[config.mk]
export PLATFORM = sky130hd
export DESIGN_NAME = muldiv_seq
export DESIGN_NICKNAME = d
export VERILOG_FILES = /design/src/rtl/cpu_pkg.sv /design/src/rtl/muldiv_seq.sv
export SDC_FILE = /design/constraint.sdc
export NUM_CORES = 1
export LEC_CHECK = 0
export CAP_MARGIN = 10
export CORE_MARGIN = 4
export CORE_UTILIZATION = 35
export CTS_BUF_LIST = sky130_fd_sc_hd__clkbuf_8
export DETAILED_ROUTE_END_ITERATION = 6
export GPL_TIMING_DRIVEN = 0
export PLACE_DENSITY_LB_ADDON = 0.12
export RECOVER_POWER = 25
export SLEW_MARGIN = 20
export SYNTH_ARGS = -nofsm -noshare
export SYNTH_HDL_FRONTEND = slang
export SYNTH_SLANG_ARGS = --single-unit
[constraint.sdc]
create_clock -name i_clk -period 7.2 [get_ports i_clk]
set_clock_uncertainty 0.15 [all_clocks]
set_input_delay 1.44 -clock i_clk [delete_from_list [all_inputs] [get_ports i_clk]]
set_output_delay 1.44 -clock i_clk [all_outputs]
set_load 0.05 [all_outputs]
[src/rtl/cpu_pkg.sv]
// rtl/cpu_pkg.sv - shared execute-stage constants, op modes and multi-cycle state type
//
// Contents:
//   XLEN                      datapath width
//   OPM_MUL/OPM_DIV/OPM_REM   decoder op modes routed to the multi-cycle unit
//   mdstate_t                 sequencer state {IDLE, CALC, FIX, DONE}
//   abs_val                   two's-complement magnitude (0x80000000 maps to unsigned 2^31)
package cpu_pkg;

  localparam int XLEN = 32;

  localparam logic [2:0] OPM_MUL = 3'd5;
  localparam logic [2:0] OPM_DIV = 3'd6;
  localparam logic [2:0] OPM_REM = 3'd7;

  typedef enum logic [1:0] {
    IDLE = 2'd0,
    CALC = 2'd1,
    FIX  = 2'd2,
    DONE = 2'd3
  } mdstate_t;

  // Negating 0x80000000 yields 0x80000000, which read as unsigned is exactly 2^31.
  function automatic logic [XLEN-1:0] abs_val(input logic [XLEN-1:0] v);
    return v[XLEN-1] ? (~v + 1'b1) : v;
  endfunction

endpackage

[src/rtl/muldiv_seq.sv]
// rtl/muldiv_seq.sv - multi-cycle RV32M MUL/DIV/REM sequencer with shared shift datapath
//
// Ports:
//   i_clk, i_rst            clock (rising edge), asynchronous active-high reset
//   i_start, i_op_mode      request and op mode (5=MUL, 6=DIV, 7=REM)
//   i_rs1_data, i_rs2_data  multiplicand/dividend, multiplier/divisor
//   i_rd                    destination register, captured at accept
//   i_flush                 abort any in-flight operation
//   o_ready, o_busy         idle indication and pipeline stall
//   o_done                  one-cycle result strobe
//   o_result, o_rd          registered result and destination, held until the next result
module muldiv_seq
  import cpu_pkg::*;
#(
  parameter int XLEN = cpu_pkg::XLEN,
  parameter int ITER = 32
) (
  input  logic            i_clk,
  input  logic            i_rst,
  input  logic            i_start,
  input  logic [2:0]      i_op_mode,
  input  logic [XLEN-1:0] i_rs1_data,
  input  logic [XLEN-1:0] i_rs2_data,
  input  logic [4:0]      i_rd,
  input  logic            i_flush,
  output logic            o_ready,
  output logic            o_busy,
  output logic            o_done,
  output logic [XLEN-1:0] o_result,
  output logic [4:0]      o_rd
);

  mdstate_t        state;
  logic [4:0]      cnt;
  logic            setup;     // first CALC cycle: convert DIV/REM operands to magnitudes
  logic [2:0]      op;
  logic [4:0]      rd_q;
  logic [XLEN-1:0] opa;       // MUL: shifting multiplicand; DIV: dividend shifting into quotient
  logic [XLEN-1:0] opb;       // MUL: shifting multiplier;   DIV: divisor magnitude
  logic [XLEN:0]   acc;       // MUL: product (low XLEN bits); DIV: partial remainder
  logic            neg_q;
  logic            neg_r;

  logic            is_md;
  logic [XLEN:0]   div_shift;
  logic [XLEN+1:0] div_diff;

  assign o_ready = (state == IDLE);
  assign o_busy  = (state != IDLE);
  assign o_done  = (state == DONE);

  assign is_md = (i_op_mode == OPM_MUL) || (i_op_mode == OPM_DIV) || (i_op_mode == OPM_REM);

  // Restoring step: shift the next dividend bit into the remainder and trial-subtract.
  // A clear top bit of the difference means the subtraction did not borrow.
  always_comb begin
    div_shift = {acc[XLEN-1:0], opa[XLEN-1]};
    div_diff  = {1'b0, div_shift} - {2'b00, opb};
  end

  always_ff @(posedge i_clk or posedge i_rst) begin
    if (i_rst) begin
      state    <= IDLE;
      cnt      <= '0;
      setup    <= 1'b0;
      op       <= '0;
      rd_q     <= '0;
      opa      <= '0;
      opb      <= '0;
      acc      <= '0;
      neg_q    <= 1'b0;
      neg_r    <= 1'b0;
      o_result <= '0;
      o_rd     <= '0;
    end else if (i_flush && state != IDLE) begin
      state <= IDLE;
      setup <= 1'b0;
    end else begin
      case (state)
        IDLE: begin
          if (i_start && is_md) begin
            op   <= i_op_mode;
            rd_q <= i_rd;
            opa  <= i_rs1_data;
            opb  <= i_rs2_data;
            acc  <= '0;
            cnt  <= '0;
            if (i_op_mode != OPM_MUL && i_rs2_data == '0) begin
              // Divide by zero bypasses the datapath: all-ones quotient, dividend remainder.
              o_result <= (i_op_mode == OPM_DIV) ? '1 : i_rs1_data;
              o_rd     <= i_rd;
              state    <= DONE;
            end else begin
              setup <= 1'b1;
              state <= CALC;
            end
          end
        end
        CALC: begin
          if (setup) begin
            setup <= 1'b0;
            if (op != OPM_MUL) begin
              neg_q <= opa[XLEN-1] ^ opb[XLEN-1];
              neg_r <= opa[XLEN-1];
              opa   <= abs_val(opa);
              opb   <= abs_val(opb);
            end
          end else begin
            if (op == OPM_MUL) begin
              acc <= {1'b0, acc[XLEN-1:0] + (opb[0] ? opa : '0)};
              opa <= {opa[XLEN-2:0], 1'b0};
              opb <= {1'b0, opb[XLEN-1:1]};
            end else if (!div_diff[XLEN+1]) begin
              acc <= div_diff[XLEN:0];
              opa <= {opa[XLEN-2:0], 1'b1};
            end else begin
              acc <= div_shift;
              opa <= {opa[XLEN-2:0], 1'b0};
            end
            cnt <= cnt + 5'd1;
            if (cnt == 5'(ITER - 1)) state <= FIX;
          end
        end
        FIX: begin
          if (op == OPM_MUL)      o_result <= acc[XLEN-1:0];
          else if (op == OPM_DIV) o_result <= neg_q ? (~opa + 1'b1) : opa;
          else                    o_result <= neg_r ? (~acc[XLEN-1:0] + 1'b1) : acc[XLEN-1:0];
          o_rd  <= rd_q;
          state <= DONE;
        end
        default: state <= IDLE;  // DONE
      endcase
    end
  end

endmodule

==> results list, run 1 <==
- Setup slack closes at 1680 ps.
* Post-cts repair resize count: 0
- Clock Power Share: 0.078
- Final Max Slew Viols: 70
* Row cnt: between 70 and 80
- Total number of vias: about 15000
* Unrepaired setup endpoints after global routing: false
* Drt pass-1 iters: 7
- The core region is approximately 39000 sq um.
- Main synth FF type: sky130_fd_sc_hd__dfrtp_1
- For this block, the routed nets add up to about 60000 um of wire.
- Dividing the final minimum period by the clock period gives 0.766.
- The checks that failed: max-capacitance violations, max-slew violations.
- After routing the design area is ~16000 sq um.
- Die Height: 207 um
* Clock tree from TritonCTS: built
* Final setup violation count: 0
* Minimum clock period after layout: around 5500 ps
* Proportion of power drawn by flip-flops and latches: 0.195
- Sum of buffers and inverters on the critical path: 3
- Residual DRC count: 0
- Leakage power figure: 6.74 nW
* Slew @ Worst Pin: 3520 ps
* Internal Power: 3.76 mW
- Die area: ~43000 sq um
* Total routed wire length on the met1 layer: 27900 um
- From synthesis to final layout, the design area changed by 16.0%.
- Estimated wirelength of the detail-placed design: 47900 um
* Final Util: 0.413
* Kind of cell adding the most delay to the critical path: compound AO/OA/AOI/OAI gates
- Pin placement for this block handled 116 I/O pins.
* Met3 wire length: 4710 um
* Ratio of cells with drive above 1 in the final layout: 0.0363
- For the worst setup path, the data arrival time is roughly 5800 ps.
- Iteration-0 DRC count of the detailed router: around 1700
- Number of nets in the layout: 2123
- From left edge to right edge, the die measures 207 um.
* Post-synthesis net count: between 1500 and 2000
- Chain of cells forming the critical path: clkbuf_1, inv_1, ha_1, nand2b_1, a21oi_1, a21oi_1, o31a_1, a2111oi_0, o211ai_1, a21oi_2, buf_2, nand2_1, o2bb2ai_1, a22oi_1
* RePlAce Congestion: 0.930
* Count of flip-flops with a built-in enable after synthesis: 0
- Switch Pwr: 5.06 mW
- The worst setup path is captured at a flop.
- The number of antenna violations at the first check in global routing was 1.
* Uppermost signal routing layer after detailed routing: met4
* Cell count after synthesis: 1834
- In this design, the stage delay of the slowest critical-path cell is ~830 ps.
- Summed over all nets, wire length on met2 after detailed routing comes to 26700 um.
- Num Clock Sinks: 151
* Seq/Total Area, Yosys: 0.272
- Startpoint types: flop
- Average cell area after synthesis: 7.58 sq um
- For this configuration, the core starts out at a cell density of 0.357.
- Avg Vias per Cell: roughly 6
* Combinational power share: 0.726
- The critical path in this run is classified as reg -> reg.
- The first global-routing pass estimated 93000 um of wire.
- Yosys printed 0 warnings.
- Max Clock Freq: 0.181 GHz
- Clock root buffer: sky130_fd_sc_hd__clkbuf_8
* Max capacitance violation total: 1
- The number of setup buffers added after CTS is 0.
- Largest net degree at the start of global routing: 83
- Across the VDD grid, the largest voltage drop is 0.205 mV.
* Worst setup slack after placement: ~1900 ps
* Final hold violation count: 0
* Number of buffers created by CTS: 17
- Buffers inserted to repair hold after CTS numbered 0.
- Placed inst area: 15800 sq um
- Worst EP required: 7480 ps
- Register clock-pin slew on the reported worst setup and hold paths: 110 ps
- The total overflow left after global routing is 0.
- Measured against its own limit, the worst slew margin works out to -1.36.
- Register bit count reported by yosys: roughly 150
- Worst hold path type: reg -> reg
- Library cells used by synthesis: 78
- Cell occurring most often along the worst timing path: sky130_fd_sc_hd__a21oi_1
- The H-tree was split into 4 levels.
* Port Buffer Count: 115
- Of all nets on the critical path, the largest fanout is 10.
- The slowest stage of the critical path is the sky130_fd_sc_hd__a2111oi_0 cell.
- The clock reaches the later pin of the worst-skew pair after 530 ps.
- Maximum count of clock buffers along a single path: 2
* Number of nets still failing antenna checks after routing: 0
- Inserted Diodes: 0
* Cell area after technology mapping: around 14000 sq um
- After detailed routing, the average wire length per cell comes to 24.2 um.
- Across every metal layer, demand over resource in global routing totals 0.276.
* Total power per unit cell area: between 500 and 600 nW/um^2
- Fraction of power spent switching nets: 0.574
* Run status: complete, but fails checks
- Fraction of synthesis flops using an asynchronous set or reset pin: 1.00
* Number of global-route vias before repair: 14900
[placed cells by master (no fill, tap or decap), types with 29 or more instances in the layout]
cell type                         synthesis  routed
sky130_fd_sc_hd__a21o_1                  34      34
sky130_fd_sc_hd__a21oi_1                129     129
sky130_fd_sc_hd__a221oi_1                32      32
sky130_fd_sc_hd__and2_1                  32      32
sky130_fd_sc_hd__clkbuf_1               115     115
sky130_fd_sc_hd__clkdlybuf4s50_1          0     113
sky130_fd_sc_hd__dfrtp_1                151     151
sky130_fd_sc_hd__ha_1                    75      75
sky130_fd_sc_hd__inv_1                   68      69
sky130_fd_sc_hd__mux2i_1                 36      36
sky130_fd_sc_hd__nand2_1                206     206
sky130_fd_sc_hd__nand3_1                 32      32
sky130_fd_sc_hd__nor2_1                 143     143
sky130_fd_sc_hd__nor3_1                  54      53
sky130_fd_sc_hd__o21ai_0                237     237
sky130_fd_sc_hd__o22ai_1                 32      32
sky130_fd_sc_hd__xnor2_1                 55      55
sky130_fd_sc_hd__xor2_1                  29      29
[per-stage QoR]
stage	total power, mW	setup TNS [ps]	hold slack [ps]	instances
after CTS	8.73	0	342	2501
after detailed placement	8.01	0	321	2469
after global routing	9.50	0	357	2501
after global placement	7.99	-180780	321	2467
after floorplan	5.97	0	322	1834
final	8.82	0	336	2501
[flip-flops by register name (all words and copies together) (netlist names)]
name and cells:
neg_q 1, acc 32, op 3, rd_q 5, cnt 5, o_result 32
opa 32, opb 32, state 2, neg_r 1, setup 1, o_rd 5
[final cells by class]
| type | instances | area (sq um) |
|---|---|---|
| clock buffer | 20 | 275 |
| timing repair buffer | 117 | 1190 |
| sequential | 151 | 3780 |
| clock inverter | 12 | 101 |
| fill | 4120 | 22900 |
| multi-input combinational | 1490 | 9410 |
| inverter | 69 | 260 |
| tap | 518 | 648 |
| buffer | 124 | 469 |
[worst paths after layout]
kind | from | to | slack (ps) | depth (start not counted)
setup / recovery | opa[31] | opa[0] | 1680 | 14
hold / removal | o_result[16] | o_result[16] | 340 | 2
setup reg to reg | opa[31] | opa[0] | 1680 | 14
hold reg to reg | o_result[16] | o_result[16] | 340 | 2
max in group asynchronous | i_rst | o_result[23] | 3060 | 2
min in group asynchronous | i_rst | opa[3] | 2250 | 2
[synth_stat cells (5+ instances only)]
| cell type | number | area share |
|---|---|---|
| sky130_fd_sc_hd__a211oi_1 | 13 | 0.0070 |
| sky130_fd_sc_hd__a21o_1 | 34 | 0.018 |
| sky130_fd_sc_hd__a21oi_1 | 129 | 0.046 |
| sky130_fd_sc_hd__a221oi_1 | 32 | 0.020 |
| sky130_fd_sc_hd__a222oi_1 | 9 | 0.0065 |
| sky130_fd_sc_hd__a22o_1 | 22 | 0.014 |
| sky130_fd_sc_hd__a31oi_1 | 18 | 0.0081 |
| sky130_fd_sc_hd__a32o_1 | 5 | 0.0036 |
| sky130_fd_sc_hd__a32oi_1 | 5 | 0.0031 |
| sky130_fd_sc_hd__and2_1 | 32 | 0.014 |
| sky130_fd_sc_hd__and3_1 | 27 | 0.012 |
| sky130_fd_sc_hd__buf_1 | 6 | 0.0016 |
| sky130_fd_sc_hd__clkbuf_1 | 115 | 0.031 |
| sky130_fd_sc_hd__dfrtp_1 | 151 | 0.27 |
| sky130_fd_sc_hd__ha_1 | 75 | 0.067 |
| sky130_fd_sc_hd__inv_1 | 68 | 0.018 |
| sky130_fd_sc_hd__mux2_2 | 9 | 0.0073 |
| sky130_fd_sc_hd__mux2i_1 | 36 | 0.026 |
| sky130_fd_sc_hd__nand2_1 | 206 | 0.056 |
| sky130_fd_sc_hd__nand2b_1 | 12 | 0.0054 |
| sky130_fd_sc_hd__nand3_1 | 32 | 0.012 |
| sky130_fd_sc_hd__nand4_1 | 18 | 0.0081 |
| sky130_fd_sc_hd__nor2_1 | 143 | 0.039 |
| sky130_fd_sc_hd__nor2b_1 | 13 | 0.0058 |
| sky130_fd_sc_hd__nor3_1 | 54 | 0.019 |
| sky130_fd_sc_hd__nor4_1 | 24 | 0.011 |
| sky130_fd_sc_hd__o211ai_1 | 12 | 0.0065 |
| sky130_fd_sc_hd__o21a_1 | 10 | 0.0054 |
| sky130_fd_sc_hd__o21ai_0 | 237 | 0.085 |
| sky130_fd_sc_hd__o21bai_1 | 7 | 0.0038 |
| sky130_fd_sc_hd__o22a_1 | 6 | 0.0038 |
| sky130_fd_sc_hd__o22ai_1 | 32 | 0.014 |
| sky130_fd_sc_hd__o2bb2ai_1 | 5 | 0.0031 |
| sky130_fd_sc_hd__o311a_1 | 5 | 0.0036 |
| sky130_fd_sc_hd__o311ai_0 | 8 | 0.0050 |
| sky130_fd_sc_hd__o31ai_1 | 19 | 0.010 |
| sky130_fd_sc_hd__o41ai_1 | 6 | 0.0038 |
| sky130_fd_sc_hd__or2_2 | 9 | 0.0040 |
| sky130_fd_sc_hd__or3_1 | 22 | 0.0099 |
| sky130_fd_sc_hd__or4_1 | 12 | 0.0065 |
| sky130_fd_sc_hd__xnor2_1 | 55 | 0.035 |
| sky130_fd_sc_hd__xor2_1 | 29 | 0.018 |
[power groups by stage]
stage / Combinational (mW) / Clock [mW] / Sequential (mW)
after detailed placement: 6.28 / 0 / 1.73
after global routing: 6.98 / 0.742 / 1.78
after CTS: 6.31 / 0.706 / 1.72
final: 6.41 / 0.691 / 1.72
after floorplan: 4.12 / 0 / 1.85
after global placement: 6.27 / 0 / 1.73
[per-layer routing]
metal | GRT usage | up-vias
met2 | 0.426 | 640
met5 | 0 | -
li1 | - | 7052
met3 | 0.0561 | 72
met1 | 0.398 | 7524
met4 | 0.0663 | 0
[worst min-delay path: cells and delay by family (launching register included)]
family,cells,cell delay [ps]
compound gates,1,60
simple gates,1,50
flops,1,350
[logic make-up after synthesis]
group,share of synthesized area
mux,0.0332
flops,0.272
xor+xnor,0.0529
simple gates,0.217
buf+inv,0.0524
compound gates,0.302
fa+ha+maj,0.0703
Note: power is estimated with default switching activity, not from simulation.
==> run 2, diff against run 1 <==
- clock period: 7.2 -> 5.2 ns (I/O delays scaled with it)
==> run 2 against run 1 <==
Net effect: the flow still finishes with violations (max-capacitance violations, max-slew violations); register-to-register slack worse by 1400 ps; first-iteration DRC count is 19% lower; fmax increased by 12%; hold slack better by 0.67 ps; highest routed layer unchanged; via count rose by 0.20%; critical path depth unchanged; critical path type unchanged; combinational power grew 39%; count of clock-buffer cells in the layout decreased by 2; global-route usage shrank 0.82 points; utilization up 0.24 points; non-clock buffer count rose by 4; clock power grew 55%.
==> results list, run 2 (synthesis results as in run 1) <==
- Final setup violation count: 0 (unchanged)
- Critical path class: reg -> reg
- The site row count is 72 (unchanged).
- The finished layout cell area came to 16200 sq um (+0.58%).
* Iteration-0 DRC count of the detailed router: 1420 (-19%)
- The sum of routed wire length over all layers is 59500 um (-1.7%).
- The final number of max-transition violations was 57 (-19%).
- Filler Cells Inserted: 4119 (-0.024%)
- The remaining design rule violation count is 0 (unchanged).
- Total number of vias: 15300 (+0.20%)
* Peak fanout along the critical path: 10 (unchanged)
- The maximum number of pins on one net before global-route repair is 31 (-63%).
- Leaving out fill and tap cells, the most frequent cell in the layout is sky130_fd_sc_hd__o21ai_0.
- Finished Layout Cells: 2505 (+0.16%)
- Max Clock Freq: 0.202 GHz (+12%)
- The buffer levels on the longest clock path is 2 (unchanged).
* RePlAce Congestion: 0.963 (+3.5%)
- Clock network latency to the later pin of the worst-skew pair: 520 ps (about the same)
* Avg Vias per Cell: 6.12 (about the same)
- The total placed cells including tap cells came to 2473 (+0.16%).
- The total count of hold-check failures in the final report is 0 (unchanged).
- The final reports fail on max-capacitance violations, max-slew violations.
- Kind of end point of the critical path: flop
- The routed wire length per instance is 23.8 um (-1.9%).
- The final net count came to 2127 (+0.19%).
* Port Buffer Count: 115 (unchanged)
* Register clock-pin slew on the reported worst setup and hold paths: 90 ps (-20 ps)
- Num Clock Sinks: 151 (unchanged)
- Initial antenna violation count: 0 (-1)
* Wire length of the first global-routing pass: 90900 um (-2.3%)
- Worst hold path type: reg -> reg
- Final Util: 0.416 (+0.00241)
* Total global-route track usage: 0.268 (-0.00815)
* H-tree levels: 4 (unchanged)
* Clock root buffer: sky130_fd_sc_hd__clkbuf_8
- Total negative slack for setup checks: 0 ps (unchanged)
- X dimension of the die: 207 um (unchanged)
- The starting density of the core was 0.357 (unchanged).
- Area added between synthesis and finish: 16.6%
- Startpoint types: flop
* Slew @ Worst Pin: 1730 ps (-1780 ps)
- The post-CTS setup-driven buffer insertion count was 0 (unchanged).
* Die Height: 207 um (unchanged)
* Number of nets still failing antenna checks after routing: 0 (unchanged)
* I/O pin count: 116 (unchanged)
* Total power per unit cell area: 761 nW/um^2 (+39%)
- The footprint of the multi-input gates was 9420 sq um (+0.11%).
- The worst slack at placement came to -86.2 ps (-2000 ps).
* PnR Total Power: 12.3 mW (+40%)
* Area of the core region: 39000 sq um (unchanged)
- Max capacitance violation total: 2 (+1)
- The area of placed instances was 15800 sq um (+0.41%).
* GRT overflow: 0 (unchanged)
* Drt pass-1 iters: 6 (-1)
- Post-route worst hold slack: 337 ps (+0.668 ps)
- Unrepaired setup endpoints after global routing: false
- TritonCTS built the clock tree.
- Leakage power figure: 6.77 nW (+0.40%)
- The ratio of final minimum period to clock period is 0.952 (+0.185).
* Peak VDD IR: 0.320 mV (+56%)
* Number of buffers created by CTS: 17 (unchanged)
* CP arrival: 5220 ps (-580 ps)
- Number of hold buffers added after CTS: 0 (unchanged)
- Worst EP required: 5470 ps (-2010 ps)
- Ratio of cells with drive above 1 in the final layout: 0.0382 (+0.00194)
- The area of the die came to 43000 sq um (unchanged).
- In the layout the commonest cells are sky130_fd_sc_hd__o21ai_0, sky130_fd_sc_hd__nand2_1, sky130_fd_sc_hd__dfrtp_1.
- Minimum clock period after layout: 4950 ps (-569 ps)
- Estimated wirelength of the detail-placed design: 47500 um (-0.86%)
- The max-slew headroom at the worst pin was -0.156 (+1.20).
- The post-cts sizing count is 1 (+1).
- The via count of the first global-routing pass is 14700 (-1.2%).
- Run status: complete, but fails checks
- The total area of sequential cells was 3780 sq um (unchanged).
* Post-route setup slack: 252 ps (-1430 ps)
* Inserted Diodes: 0 (unchanged)
-- run 2: cell count changes in the layout (fill, tap and decap cells not counted), sizes merged --
cell	delta
buf	+2
bufinv	+2
clkdlybuf4s50	+1
clkinv	-1
dlygate4sd3	-1
inv	+1
-- run 2: metal layers --
metal  GRT usage  part of all wire  routed length (um)
met5           0                 0                   0
met3      0.0446             0.071                4250
met2       0.409              0.43               25800
met4      0.0773             0.028                1670
met1       0.390              0.47               27800
-- run 2: area by class of cell --
class                   instances  share of cell area
multi-input cells            1490               0.581
flip-flops and latches        151               0.233
repair buffers                121              0.0746
plain buffers                 124              0.0290
well taps                     518              0.0400
clock buffers                  18              0.0153
inverters                      69              0.0160
clock inverters                14              0.0116
-- run 2: worst paths after layout --
path                               from  cells after the start            to  slack (ps)
hold / removal             o_result[12]                      2  o_result[12]         340
min in group asynchronous         i_rst                      2       opa[18]         920
hold reg to reg            o_result[12]                      2  o_result[12]         340
max in group asynchronous         i_rst                      4        acc[1]         810
setup / recovery                opa[31]                     14        opa[0]         250
setup reg to reg                opa[31]                     14        opa[0]         250
-- run 2: power by group --
part	internal (mW)	total [mW]	switching (mW)
clock	0.500	1.07	0.566
combinational	3.13	8.89	5.76
sequential	1.67	2.38	0.718
total	5.30	12.3	7.04
-- run 2: critical path, stage by stage, from the launching register on --
cell and delay [ps]:
sky130_fd_sc_hd__dfrtp_1 450, sky130_fd_sc_hd__buf_1 450, sky130_fd_sc_hd__inv_1 350, sky130_fd_sc_hd__ha_1 330
sky130_fd_sc_hd__nand2b_1 180, sky130_fd_sc_hd__a21oi_1 260, sky130_fd_sc_hd__a21oi_1 130, sky130_fd_sc_hd__o31a_1 370
sky130_fd_sc_hd__a2111oi_2 470, sky130_fd_sc_hd__o211ai_1 220, sky130_fd_sc_hd__a21oi_4 380, sky130_fd_sc_hd__buf_2 410
sky130_fd_sc_hd__nand2_1 300, sky130_fd_sc_hd__o2bb2ai_1 220, sky130_fd_sc_hd__a22oi_1 170
==> run 3, diff against run 2 <==
- clock period: 5.2 -> 5.1 ns (I/O delays scaled with it)
==> run 3 against run 2 <==
Net effect: the flow still finishes with violations (max-capacitance violations, max-slew violations); register-to-register slack improved by 160 ps; design area barely moved; die area did not move; fmax rose by 5.6%; combinational power rose by 2%; flip-flop and latch count did not move; first-iteration DRC count rose by 11%; non-clock buffer count did not move; hold slack barely moved; critical endpoint unchanged; largest cell class unchanged; highest routed layer unchanged.
==> results list, run 3 (synthesis results as in run 1) <==
- Run status: complete, but fails checks
- Violations in the final reports: max-capacitance violations, max-slew violations
* Reg area: 3780 sq um (unchanged)
- TritonCTS built the clock tree.
- Num Clock Sinks: 151 (unchanged)
- The clock transition at the register clock pins on the worst setup and hold paths after CTS was 90 ps (about the same).
* Total global-route track usage: 0.268 (about the same)
- Maximum count of clock buffers along a single path: 2 (unchanged)
- The clock insertion delay at the later pin of the skew report came to 520 ps (about the same).
- The routed wire length per instance came to 23.8 um (+0.17%).
* GRT overflow: 0 (unchanged)
* Inserted Diodes: 0 (unchanged)
* Final Util: 0.416 (about the same)
- Final Max Slew Viols: 57 (unchanged)
- H-tree levels: 4 (unchanged)
- The share of post-route cells with drive strength above 1 was 0.0388 (+0.000503).
- The hold-fix buffer count after cts was 0 (unchanged).
* Initial antenna violation count: 0 (unchanged)
- The count of routing violations after the opening detailed-route iteration is 1576 (+11%).
- The worst hold path belongs to the class reg -> reg.
* Drt pass-1 iters: 6 (unchanged)
- Final hold violation count: 0 (unchanged)
- Minimum clock period after layout: 4690 ps (-262 ps)
- Post-route worst hold slack: 337 ps (-0.0300 ps)
* Estimated wirelength of the detail-placed design: 47500 um (unchanged)
- Cell occurring most often along the worst timing path: sky130_fd_sc_hd__a21oi_1
* Commonest cells after routing, fill and taps aside: sky130_fd_sc_hd__o21ai_0, sky130_fd_sc_hd__nand2_1, sky130_fd_sc_hd__dfrtp_1
- STA classifies the critical path endpoint as a flop.
* Leading cell type in the layout, fill and taps excluded: sky130_fd_sc_hd__o21ai_0
- Avg Vias per Cell: 6.13 (+0.30%)
- The number of placed I/O pins is 116 (unchanged).
* Chain of cells forming the critical path: clkbuf_2, inv_1, ha_1, nand2b_1, a21oi_1, a21oi_1, o31a_1, a2111oi_2, o211ai_1, a21oi_4, buf_2, nand2_1, o2bb2ai_1, a22oi_1
* Worst EP required: 5370 ps (-100 ps)
- Slew @ Worst Pin: 1730 ps (-7.78 ps)
* Total power per unit cell area: 775 nW/um^2 (+1.8%)
* Peak VDD IR: 0.328 mV (+2.3%)
- The site row count came to 72 (unchanged).
- The number of maximum-capacitance violations is 2 (unchanged).
* Number of global-route vias before repair: 14700 (+0.0068%)
- The slowest stage of the critical path is the sky130_fd_sc_hd__a2111oi_2 cell.
- Unrepaired setup endpoints after global routing: false
* Multi-input combinational cell area: 9420 sq um (unchanged)
- Effective utilization at floorplan: 0.357 (unchanged)
* Port Buffer Count: 115 (unchanged)
- The number of fill cells in the layout came to 4119 (unchanged).
- Total number of vias: 15400 (+0.30%)
- The remaining design rule violation count came to 0 (unchanged).
- Critical path class: reg -> reg
* Wire length of the first global-routing pass: 90800 um (about the same)
* Clock root buffer: sky130_fd_sc_hd__clkbuf_8
- Share of the clock period used by the worst path after layout: 0.919 (-0.0327)
- The maximum number of pins on one net before global-route repair was 31 (unchanged).
- Area of the core region: 39000 sq um (unchanged)
* Die area: 43000 sq um (unchanged)
* CP arrival: 4960 ps (-260 ps)
* Startpoint types: flop
- The leakage power came to 6.77 nW (about the same).
- The clock buffer count from CTS is 17 (unchanged).
- Normalized max-slew margin: -0.151 (+0.00519)
- The final net count came to 2127 (unchanged).
- The y dimension of the die was 207 um (unchanged).
* Peak fanout along the critical path: 10 (unchanged)
- The x dimension of the die is 207 um (unchanged).
- The sum of routed wire length over all layers was 59600 um (+0.17%).
- RePlAce Congestion: 0.963 (unchanged)
- Crit-path max cell delay: 470 ps (about the same)
* Final setup violation count: 0 (unchanged)
- Area added between synthesis and finish: 16.7% (about the same)
- The antenna violation net count after detailed routing came to 0 (unchanged).
- The highest clock frequency the design can meet came to 0.213 GHz (+5.6%).
run 3: cell count changes in the layout (fill, tap and decap cells not counted):
cell and change:
sky130_fd_sc_hd__buf_1 -1, sky130_fd_sc_hd__clkbuf_2 +1
run 3: report_power, final:
group	total, mW	switching [mW]	internal (mW)
clock	1.09	0.576	0.510
combinational	9.06	5.86	3.20
sequential	2.43	0.731	1.70
total	12.6	7.17	5.40
run 3: area by class of cell:
type / count / share of cell area
inverter: 69 / 0.0160
clock buffer: 18 / 0.0153
clock inverter: 14 / 0.0116
timing repair buffer: 121 / 0.0746
multi-input combinational: 1490 / 0.581
buffer: 124 / 0.0291
tap: 518 / 0.0399
sequential: 151 / 0.233
run 3: layer usage:
metal	part of all wire	vias to the layer above	routed length, um	GRT usage
met2	0.43	643	25700	0.409
li1	-	7048	-	-
met4	0.030	0	1800	0.0773
met1	0.46	7559	27700	0.390
met5	0	-	0	0
met3	0.073	115	4370	0.0446
run 3: repair_timing:
item	in CTS	in global routing
resized for setup	2	7
gates cloned	0	0
setup endpoints to repair	22	24
buffers inserted	0	0
pin swaps	0	0
run 3: per-stage QoR:
step | area (sq um) | total power, mW | worst slack (ps) | instances | TNS (ps)
2_1_floorplan | 13900 | 8.43 | 1180 | 1834 | 0
3_3_place_gp | 15700 | 11.2 | -128 | 2467 | -893
3_5_place_dp | 15800 | 11.3 | -186 | 2473 | -1600
4_1_cts | 16300 | 12.4 | 79.4 | 2505 | 0
5_1_grt | 16200 | 13.5 | 99.8 | 2505 | 0
6_report | 16200 | 12.6 | 414 | 2505 | 0
run 3: worst paths after layout:
| kind | cells after the start | slack, ps | end | startpoint |
|---|---|---|---|---|
| min | 2 | 340 | o_result[12] | o_result[12] |
| max | 14 | 410 | opa[0] | opa[31] |
| min in group asynchronous | 2 | 910 | opa[18] | i_rst |
| max in group asynchronous | 4 | 730 | acc[1] | i_rst |
| min reg2reg | 2 | 340 | o_result[12] | o_result[12] |
| max reg2reg | 14 | 410 | opa[0] | opa[31] |
run 3: worst max-delay path: cells and delay by family, from the launching register on:
family,cells,cell delay [ps]
flip-flops,1,450
AO/OA/AOI/OAI,8,2220
buffers and inverters,3,960
AND/OR/NAND/NOR,2,480
adder cells (fa/ha/maj),1,300
